File: config.mk
export PLATFORM = sky130hd
export DESIGN_NAME = sr_serializer
export DESIGN_NICKNAME = d
export VERILOG_FILES = /design/src/rtl/sr_serializer_pkg.sv /design/src/rtl/sr_phase_timer.sv /design/src/rtl/sr_serializer.sv
export SDC_FILE = /design/constraint.sdc
export NUM_CORES = 1
export LEC_CHECK = 0
export CELL_PAD_IN_SITES_DETAIL_PLACEMENT = 1
export CELL_PAD_IN_SITES_GLOBAL_PLACEMENT = 1
export CORE_ASPECT_RATIO = 0.9
export CORE_UTILIZATION = 40
export CTS_CLUSTER_SIZE = 10
export DETAILED_ROUTE_END_ITERATION = 6
export HOLD_SLACK_MARGIN = 0.12
export PLACE_DENSITY_LB_ADDON = 0.1
export SLEW_MARGIN = 20
export SYNTH_ARGS = -nofsm -noshare
export SYNTH_HDL_FRONTEND = slang
export SYNTH_SLANG_ARGS = --single-unit
File: constraint.sdc
create_clock -name i_clk -period 2.6 [get_ports i_clk]
set_clock_uncertainty 0.2 [all_clocks]
set_input_delay 0.26 -clock i_clk [delete_from_list [all_inputs] [get_ports i_clk]]
set_output_delay 0.26 -clock i_clk [all_outputs]
set_load 0.02 [all_outputs]
File: src/rtl/sr_serializer_pkg.sv
// Shared definitions for the serial shift stage: state encoding, default
// geometry and a width helper.
package sr_serializer_pkg;

    localparam int unsigned SR_WIDTH_DEF = 8;
    localparam int unsigned SR_DIV_DEF   = 2;

    localparam logic [1:0] ST_IDLE = 2'd0;
    localparam logic [1:0] ST_LOW  = 2'd1;
    localparam logic [1:0] ST_HIGH = 2'd2;
    localparam logic [1:0] ST_TAIL = 2'd3;

    // Bits needed to count 0..v-1, never less than one.
    function automatic int unsigned clog2_min1(input int unsigned v);
        return (v > 1) ? $clog2(v) : 1;
    endfunction

endpackage

File: src/rtl/sr_phase_timer.sv
// DIV-cycle phase counter: tc_c pulses on the last cycle of each enabled
// phase, and the count wraps to zero so the next phase starts aligned.
module sr_phase_timer
    import sr_serializer_pkg::*;
#(
    parameter int unsigned DIV = SR_DIV_DEF
) (
    input  logic clk,
    input  logic rst_n,
    input  logic en,
    input  logic clr,
    output logic tc_c
);

    localparam int unsigned   PW   = clog2_min1(DIV);
    localparam logic [PW-1:0] LAST = PW'(DIV - 1);

    logic [PW-1:0] cnt_q;
    logic [PW-1:0] cnt_d;

    assign tc_c = en && (cnt_q == LAST);

    // Next count: clear on a new word, advance and wrap while enabled.
    always_comb begin
        cnt_d = cnt_q;
        if (clr) begin
            cnt_d = '0;
        end else if (en) begin
            cnt_d = tc_c ? '0 : cnt_q + PW'(1);
        end
    end

    // Phase count register.
    always_ff @(posedge clk or negedge rst_n) begin
        if (!rst_n) begin
            cnt_q <= '0;
        end else begin
            cnt_q <= cnt_d;
        end
    end

endmodule

File: src/rtl/sr_serializer.sv
// Parallel-to-serial shift stage driving an external shift-register chain.
// Optional macro SR_LSB_FIRST_EN: shift i_data[0] first (default MSB first).
module sr_serializer
    import sr_serializer_pkg::*;
#(
    parameter int unsigned WIDTH = SR_WIDTH_DEF,
    parameter int unsigned DIV   = SR_DIV_DEF
) (
    input  logic             i_clk,
    input  logic             i_rst_n,
    input  logic [WIDTH-1:0] i_data,
    input  logic             i_load,
    output logic             o_rdy,
    output logic             o_sclk,
    output logic             o_sdata
);

    localparam int unsigned BW = $clog2(WIDTH);

    logic [1:0]       state_q;
    logic [1:0]       state_d;
    logic [WIDTH-1:0] sr_q;
    logic [WIDTH-1:0] sr_d;
    logic [BW-1:0]    bit_q;
    logic [BW-1:0]    bit_d;
    logic             load_c;
    logic             phase_en_c;
    logic             tc_c;

    assign phase_en_c = (state_q == ST_LOW) || (state_q == ST_HIGH);

    sr_phase_timer #(
        .DIV (DIV)
    ) u_phase_timer (
        .clk   (i_clk),
        .rst_n (i_rst_n),
        .en    (phase_en_c),
        .clr   (load_c),
        .tc_c  (tc_c)
    );

    // Outputs are pure decodes of registered state, so reset clears them at once.
    assign o_rdy  = (state_q == ST_IDLE);
    assign o_sclk = (state_q == ST_HIGH);
`ifdef SR_LSB_FIRST_EN
    assign o_sdata = sr_q[0];
`else
    assign o_sdata = sr_q[WIDTH-1];
`endif

    // Next-state, shift and bit-count logic.
    always_comb begin
        state_d = state_q;
        sr_d    = sr_q;
        bit_d   = bit_q;
        load_c  = 1'b0;
        unique case (state_q)
            ST_IDLE: begin
                if (i_load) begin
                    load_c  = 1'b1;
                    sr_d    = i_data;
                    bit_d   = BW'(WIDTH - 1);
                    state_d = ST_LOW;
                end
            end
            ST_LOW: begin
                if (tc_c) begin
                    state_d = ST_HIGH;
                end
            end
            ST_HIGH: begin
                if (tc_c) begin
                    if (bit_q == '0) begin
                        state_d = ST_TAIL;
                    end else begin
                        bit_d   = bit_q - BW'(1);
`ifdef SR_LSB_FIRST_EN
                        sr_d    = {1'b0, sr_q[WIDTH-1:1]};
`else
                        sr_d    = {sr_q[WIDTH-2:0], 1'b0};
`endif
                        state_d = ST_LOW;
                    end
                end
            end
            default: begin
                state_d = ST_IDLE;
            end
        endcase
    end

    // State, shift register and bit counter.
    always_ff @(posedge i_clk or negedge i_rst_n) begin
        if (!i_rst_n) begin
            state_q <= ST_IDLE;
            sr_q    <= '0;
            bit_q   <= '0;
        end else begin
            state_q <= state_d;
            sr_q    <= sr_d;
            bit_q   <= bit_d;
        end
    end

endmodule

==> results.md, run 1 <==
Global routing:
- In the global route stage, overall resource usage came out at 16.1%.
- Entering global routing, the biggest net connects 15 pins.
- The sum of overflow across all layers after global routing is 0.
- The first global-routing pass estimated 2500 µm of wire.
- The number of antenna violations at the first check in global routing is 0.
- The number of global-route vias before repair came to 579.

Timing:
- The worst hold margin is 0.167 ns.
- The aggregate negative setup slack is 0 ns.
- The final-report hold violation count was 0.
- The worst path uses 95.1% of the clock period.
- For this run, the top clock speed supported by timing is 0.404 GHz.
- The max-slew violation count is 0.
- For the pin with the worst max-slew slack, the measured transition is 0.659 ns.
- The worst slew slack as a fraction of its limit is 56.0%.
- Setup violations remaining at the end of the flow were counted as 0.
- Setup repair after global routing left no endpoint under its margin.
- The post-layout minimum cycle time is 2.47 ns.

Floorplan:
- The initial core utilization is 42.5%.
- In this run the count of I/O pins placed on the die edge is 14.
- The die covers 2220 µm².
- The floorplan step set the die width to 49.5 µm.
- Measured along the y axis, the die boundary spans 44.8 µm.
- The row count is 15.
- The area inside the core boundary is 1910 µm².

Layout:
- Across the whole layout, storage elements account for 350 µm².
- The signed area change from the synthesized netlist to the final layout is 25.1%.
- The number of antenna diodes in the final layout is 0.
- The share of layout cells above drive strength 1 is 31.0%.
- The layout has 219 filler cells.
- In the final layout, the multi-input gates occupy 432 µm².
- In the final design database the tool counted 102 nets.

Place:
- At the end of routability-driven placement, the weighted congestion stood at 0.812.
- The final HPWL from detailed placement is 1180 µm.
- Buffers placed on the I/O ports in this run total 13.

Setup path:
- The worst setup path is captured at an output pin.
- STA puts the critical path data required time at 2.14 ns.
- The logic depth of the worst register-to-register path is 6.
- The origin of the critical flop-to-flop path is state_q[0]$_DFFE_PN0P_.
- The capture instance of the worst register-to-register path is sr_q[2]$_DFFE_PN0P_.
- The most critical setup path has its endpoint at o_sclk.
- STA puts the critical path data arrival time at 2.01 ns.
- Along the worst path, the maximum fanout reaches 9.
- The worst setup path is launched from a register.
- The class of the most critical setup path is reg -> out.
- Across all register-to-register paths, the minimum setup slack is 0.32 ns.
- The start point of the critical path is state_q[0]$_DFFE_PN0P_.

Drt:
- The via count is 565.
- Dividing the detail-routed wire length by the instance count gives 14.2 µm.
- In this run, the number of DRC markers left after iteration 0 of detailed routing was 3.
- The wire length after detailed routing is 1550 µm.
- The total iterations of the first detailed-routing run is 4.
- The count of nets left with antenna violations once routing finished came out at 0.
- The vias per cell is 5.18.
- The number of design rule violations left after detail routing is 0.

Logic synthesis:
- The commonest cells after synthesis are sky130_fd_sc_hd__mux2_2, sky130_fd_sc_hd__dfrtp_1, sky130_fd_sc_hd__ha_1.
- The share of flip-flops with an asynchronous set or reset after synthesis is 100%.
- The part of the Yosys area used for sequential elements is 43.1%.
- A synthesized cell averages 12.1 µm².
- The number of warning messages in the yosys log is 0.
- The number of distinct library cells after synthesis is 24.
- Synthesis produced 67 cells.
- The most instantiated flip-flop cell in the synthesis netlist is sky130_fd_sc_hd__dfrtp_1.
- The fraction of synthesized cell area taken by the top area cell type is 43.1%.
- The area of the mapped netlist is 813 µm².
- In this run, synthesis inferred 0 flip-flops with an integrated enable.
- Synthesis inferred 14 register bits.
- The most used standard cell by instance count after synthesis is sky130_fd_sc_hd__mux2_2.
- sky130_fd_sc_hd__dfrtp_1 takes more of the synthesized area than any other cell.
- In the post-synthesis netlist, the biggest area contributors are sky130_fd_sc_hd__dfrtp_1, sky130_fd_sc_hd__mux2_2, sky130_fd_sc_hd__ha_1.
- The number of nets in the synthesized netlist is 84.

CTS:
- The number of gates resized after CTS was 0.
- The post-CTS setup-driven buffer insertion count is 0.
- TritonCTS built the clock tree.
- The number of buffers on the longest clock path is 2.
- The maximum level of the CTS H-tree is 1.
- The tree is rooted in a sky130_fd_sc_hd__clkbuf_4.
- The clock sink count is 14.
- After clock tree synthesis, the clock-pin slew on the worst setup and hold paths is 0.09 ns.
- Buffers inserted to repair hold after CTS numbered 0.
- The total CTS buffers is 3.
- Clock latency on the worst-skew pair, taken at its later pin, is 0.29 ns.

Pwr:
- Total power for the finished layout comes to 0.00119 W.
- The analysis attributes to cell leakage a power of 0.439 nW.
- The worst-case IR drop observed on VDD is 0.000512 V.
- For this design the ratio of total power to cell area is 1170 nW/µm².

Run:
- Max-cap violations in this run came to 0.

Status:
- The flow ran to the end, and the final reports show no timing, DRC or antenna violations.

Hold path:
- The path class of the tightest hold or removal check is in -> async.
## report_power, final
part	leakage (nW)	internal, W	switching, W	total, W
combinational	0.259	0.000349	0.000292	0.000641
sequential	0.159	0.000322	0.0000621	0.000385
clock	0.0210	0.0000853	0.0000756	0.000161
## registers in the layout (all words and copies together), names as in the netlist
register and flops:
u_phase_timer.cnt_q 1, bit_q 3, state_q 2, sr_q 8
## critical path: stages, from the launching register on
cell and delay (ns):
sky130_fd_sc_hd__dfrtp_1 0.42, sky130_fd_sc_hd__inv_1 0.10, sky130_fd_sc_hd__ha_1 0.35, sky130_fd_sc_hd__buf_4 0.23, sky130_fd_sc_hd__clkdlybuf4s50_1 0.61
## layer usage
layer / part of all wire [%] / vias up / global-route usage (%) / wire length, µm
li1: - / 275 / - / -
met1: 47 / 278 / 17.7 / 730
met2: 48 / 10 / 28.1 / 746
met3: 4.2 / 2 / 7.07 / 65
met4: 0.52 / 0 / 5.14 / 8
met5: 0 / - / 0 / 0
## cells in the final DEF, fill, tap and decap left out, drive strengths merged, types with 2 or more instances in the layout
| cell | n |
|---|---|
| clkbuf | 4 |
| inv | 4 |
| buf | 3 |
| mux2 | 17 |
| nand2 | 4 |
| o21ai | 2 |
| a21oi | 2 |
| ha | 6 |
| clkdlybuf4s50 | 13 |
| nor2b | 2 |
| dfrtp | 14 |
## worst min-delay path by stage
stage                         from                    to  slack, ns  cells past startpoint
2_1_floorplan              i_rst_n  bit_q[0]$_DFFE_PN0P_      -0.24                      0
3_3_place_gp   sr_q[4]$_DFFE_PN0P_   sr_q[4]$_DFFE_PN0P_       0.29                      1
3_5_place_dp   sr_q[1]$_DFFE_PN0P_   sr_q[1]$_DFFE_PN0P_       0.29                      1
4_1_cts                    i_rst_n  bit_q[1]$_DFFE_PN0P_       0.19                      1
5_1_grt                    i_rst_n  bit_q[2]$_DFFE_PN0P_       0.21                      1
6_report                   i_rst_n  bit_q[1]$_DFFE_PN0P_       0.17                      1
## logic make-up after synthesis
group | count (synthesis) | synth area share (%)
muxes | 17 | 23.5
DFF | 14 | 43.1
and+or+nand+nor | 13 | 9.23
AOI/OAI and AO/OA | 9 | 10.0
buffers and inverters | 7 | 3.84
adders and majority gates | 6 | 9.23
xor gates and xnor gates | 1 | 1.08
## cell type report
type / instances / share of cell area [%]
Multi-Input combinational cell: 46 / 42.4
Sequential cell: 14 / 34.4
Timing Repair Buffer: 16 / 15.0
Clock buffer: 4 / 3.57
Tap cell: 25 / 3.08
Inverter: 4 / 1.48
## per-stage QoR
step / util, % / std cells / setup slack [ns] / cell area (µm²)
after global placement: 51.2 / 105 / 0.364 / 981
after floorplan: - / 67 / 0.237 / 813
after CTS: 53.1 / 109 / 0.0960 / 1020
after global routing: 53.1 / 109 / 0.0175 / 1020
after detailed placement: 51.2 / 105 / 0.327 / 981
final: 53.1 / 109 / 0.127 / 1020
(Power assumes the default switching activity.)
==> inputs of run 2 (changes only) <==
--- a/config.mk
+++ b/config.mk
@@ -8,12 +8,14 @@
 export CELL_PAD_IN_SITES_DETAIL_PLACEMENT = 1
 export CELL_PAD_IN_SITES_GLOBAL_PLACEMENT = 1
 export CORE_ASPECT_RATIO = 0.9
-export CORE_UTILIZATION = 40
+export CORE_UTILIZATION = 47
 export CTS_CLUSTER_SIZE = 10
 export DETAILED_ROUTE_END_ITERATION = 6
+export DONT_BUFFER_PORTS = 1
 export HOLD_SLACK_MARGIN = 0.12
 export PLACE_DENSITY_LB_ADDON = 0.1
 export SLEW_MARGIN = 20
 export SYNTH_ARGS = -nofsm -noshare
 export SYNTH_HDL_FRONTEND = slang
+export SYNTH_HIERARCHICAL = 1
 export SYNTH_SLANG_ARGS = --single-unit
==> results.md, run 2 <==
Drt:
- The number of DRC violations after detailed-routing iteration 0 is 7.
- The routed layout has 581 vias.
- The vias per cell is 5.28.
- Dividing the detail-routed wire length by the instance count gives 17.8 µm.
- After detailed routing, the number of remaining DRC violations is 0.
- The routed design has 1960 µm of wire.
- The first detailed-routing pass ran for 4 iterations.
- Once detail routing completed, the nets flagged for antenna violations numbered 0.

Logic synthesis:
- After synthesis the netlist holds a flip-flop and latch count of 14.
- The number of nets produced by synthesis is 89.
- After synthesis, the largest area contributor takes up 42.8% of total cell area.
- The share of flip-flops with an asynchronous set or reset after synthesis is 100%.
- After technology mapping, the gate count stands at 73.
- Sequential elements use 42.8% of the synthesized area.
- The synthesized netlist contains 26 unique library cells.
- After synthesis, the cell types taking the most area are sky130_fd_sc_hd__dfrtp_1, sky130_fd_sc_hd__mux2_2, sky130_fd_sc_hd__ha_1.
- Each instance of the synthesized netlist takes up on average 11.2 µm².
- The number of synthesized flops with an enable pin is 0.
- The most instantiated flip-flop cell in the synthesis netlist is sky130_fd_sc_hd__dfrtp_1.
- The largest total area in the synthesized netlist belongs to sky130_fd_sc_hd__dfrtp_1.
- During synthesis, Yosys emitted a total of 6 warnings.
- The commonest cells after synthesis are sky130_fd_sc_hd__dfrtp_1, sky130_fd_sc_hd__mux2_2, sky130_fd_sc_hd__nor2_1.
- The mapped netlist covers 818 µm².

Setup path:
- Across all register-to-register paths, the minimum setup slack is 0.40 ns.
- The startpoint type of the worst setup path is a register.
- The sort of element at the end of the critical path is a register.
- In this design, the largest share of critical-path delay is due to simple AND/OR/NAND/NOR gates.
- At the worst endpoint, the arrival time is 2.17 ns.
- Of all nets on the critical path, the largest fanout is 7.
- The logic depth of the worst register-to-register path is 5.
- In this run the critical register-to-register path is captured at sr_q[3]$_DFFE_PN0P_.
- The critical path buffer and inverter count is 1.
- The slowest stage of the critical path belongs to the cell sky130_fd_sc_hd__ha_1.
- The critical path is of the reg -> reg type.
- Data on the critical path is required at its endpoint by 2.57 ns.
- The origin of the critical flop-to-flop path is state_q[0]$_DFFE_PN0P_.
- Traced cell by cell, the critical path runs through inv_1 -> ha_1 -> nor2_1 -> nor3_4 -> mux2_2.
- The maximum cell stage delay along the critical path is 0.42 ns.

CTS:
- The number of setup buffers added after CTS is 0.
- The maximum level of the CTS H-tree is 1.
- The total CTS buffers is 3.
- Clock-pin slew was measured on the worst setup and hold paths at 0.10 ns.
- The cell at the root of the clock tree is sky130_fd_sc_hd__clkbuf_4.
- The clock passes through at most 2 buffers.
- The TritonCTS clock tree is built.
- Clock tree synthesis found a total of 14 sinks.
- The clock insertion delay at the later pin of the skew report is 0.28 ns.

Timing:
- For the final routed database, the setup TNS stands at 0 ns.
- At the pin with the least slew margin, the transition time is 0.656 ns.
- After layout, the minimum clock period comes to 2.20 ns.
- The maximum operating frequency is 0.454 GHz.
- The final-report hold violation count was 0.
- The max-slew violation count is 0.
- Setup repair after global routing left no endpoint under its margin.
- Setup violations remaining at the end of the flow were counted as 0.
- The final critical path takes up 84.7% of the cycle.
- The worst setup margin is 0.398 ns.
- In this run the tightest slew margin relative to its limit is 56.1%.

Place:
- At the end of routability-driven placement, the weighted congestion stood at 0.821.
- The count of buffers added on input and output ports is 0.
- Once placement completed, the tool counted placed cells totaling 96.
- The final HPWL from detailed placement is 1210 µm.
- At the placement stage, the worst setup path has a slack of 0.457 ns.

Global routing:
- The global-route wire length before repair is 3220 µm.
- For this run the aggregate overflow at the end of global routing stands at 0.
- Entering global routing, the biggest net connects 15 pins.
- For this run, the total global-route usage over all layers was measured as 23.8%.
- The number of global-route vias before repair was 652.
- The number of antenna violations at the first check in global routing is 0.

Layout:
- The sequential standard cell area is 350 µm².
- In the final design database the tool counted 105 nets.
- The number of antenna repair diodes is 0.
- Compared with the post-synthesis result, the final layout area differs by 21.3%.
- In the final layout, the share of cells above drive strength 1 is 27.3%.
- The largest registers in the layout are sr_q x8, bit_q x3, state_q x2.
- In the layout the commonest cells are sky130_fd_sc_hd__mux2_2, sky130_fd_sc_hd__dfrtp_1, sky130_fd_sc_hd__dlygate4sd3_1.
- The area occupied by multi-input gates is 444 µm².
- The non-filler instance count after layout is 110.
- The filler cell count is 172.
- sr_q holds more flip-flops than any other register.
- At the end of the flow the core is filled with cells to 64.9%.
- The number of flip-flops in the largest register is 8.

Pwr:
- Of the total power, registers draw 33.3%.
- The power per standard cell area is 1210 nW/µm².
- After layout, the design draws a total of 0.00120 W.
- Combinational logic burns 53.2% of the power.
- Summed over all cells, the static leakage comes to 0.456 nW.
- Of the total power, the share spent switching nets is 41.1%.
- IR analysis of the VDD net gives a maximum drop of 0.000784 V.
- The part of the total power dissipated in the clock network is 13.5%.
- Internal power comes to 0.000706 W.
- In this run the power spent charging and discharging nets is 0.000492 W.

Hold path:
- The end point of the worst hold path is sr_q[0]$_DFFE_PN0P_.
- The worst hold path passes through 3 cells.
- The source of the worst hold timing path is i_load.
- The path category of the worst min-delay check is in -> reg.

Run:
- Across the run, the number of max-cap violations was 0.

Floorplan:
- The die covers 1910 µm².
- From left edge to right edge, the die measures 46.0 µm.
- Once the floorplan was initialized, standard cells occupied 53.5% of the core.
- The area inside the core boundary is 1530 µm².
- The row count is 13.
- 14 I/O pins were placed.
- The die is 41.6 µm tall.

Status:
- The flow ran to the end, and the final reports show no timing, DRC or antenna violations.
[run 2: worst min-delay path: stages]
cell and delay, ns:
sky130_fd_sc_hd__nor2b_1 0.07, sky130_fd_sc_hd__o21ai_0 0.18, sky130_fd_sc_hd__o21ai_0 0.12
[run 2: per-stage QoR]
step	hold slack, ns	cell area [µm²]
final	0.207	992
after global routing	0.232	992
after CTS	0.171	992
after detailed placement	-0.235	856
after global placement	-0.235	856
after floorplan	-0.236	818
[run 2: power groups by stage]
stage               combinational, W  clock [W]  sequential [W]
floorplan                   0.000490          0        0.000375
global placement            0.000576          0        0.000390
detailed placement          0.000595          0        0.000396
CTS                         0.000617   0.000163        0.000391
global route                0.000690   0.000177        0.000407
finish                      0.000638   0.000161        0.000399
[run 2: worst max path at each step]
stage	startpoint	endpoint	slack, ns	depth (start not counted)
floorplan	state_q[0]$_DFFE_PN0P_	sr_q[2]$_DFFE_PN0P_	0.59	5
global placement	state_q[1]$_DFFE_PN0P_	sr_q[2]$_DFFE_PN0P_	0.49	6
detailed placement	state_q[0]$_DFFE_PN0P_	sr_q[2]$_DFFE_PN0P_	0.46	5
CTS	state_q[0]$_DFFE_PN0P_	sr_q[2]$_DFFE_PN0P_	0.42	5
global route	state_q[0]$_DFFE_PN0P_	sr_q[2]$_DFFE_PN0P_	0.28	5
finish	state_q[0]$_DFFE_PN0P_	sr_q[3]$_DFFE_PN0P_	0.40	5
[run 2: logic make-up (layout without fill, tap and decap cells)]
family | after synthesis | count (layout) | share of synthesized area, %
AO/OA/AOI/OAI | 13 | 13 | 10.4
XOR/XNOR | 1 | 1 | 1.07
adder cells (fa/ha/maj) | 5 | 5 | 7.65
buffers and inverters | 6 | 21 | 2.90
flip-flops | 14 | 14 | 42.8
multiplexers | 15 | 15 | 20.5
AND/OR/NAND/NOR | 19 | 19 | 14.7
[run 2: layout make-up]
type	instances	share of cell area [%]
multi-input combinational	53	44.8
sequential	14	35.3
timing repair buffer	12	11.6
clock buffer	4	3.66
tap	22	2.77
inverter	5	1.89
[run 2: what timing repair did]
action | 4_1_cts | 5_1_grt
hold endpoints to repair | 23 | 0
resized for setup | 0 | 0
hold buffers | 10 | 0
[run 2: metal layers]
layer	up-vias	track usage (%)	routed length (µm)	share of wire, %
met5	-	0	0	0
met4	0	7.65	23	1.2
met3	2	4.35	30	1.5
met2	8	35.8	925	47
met1	285	34.4	981	50
li1	286	-	-	-
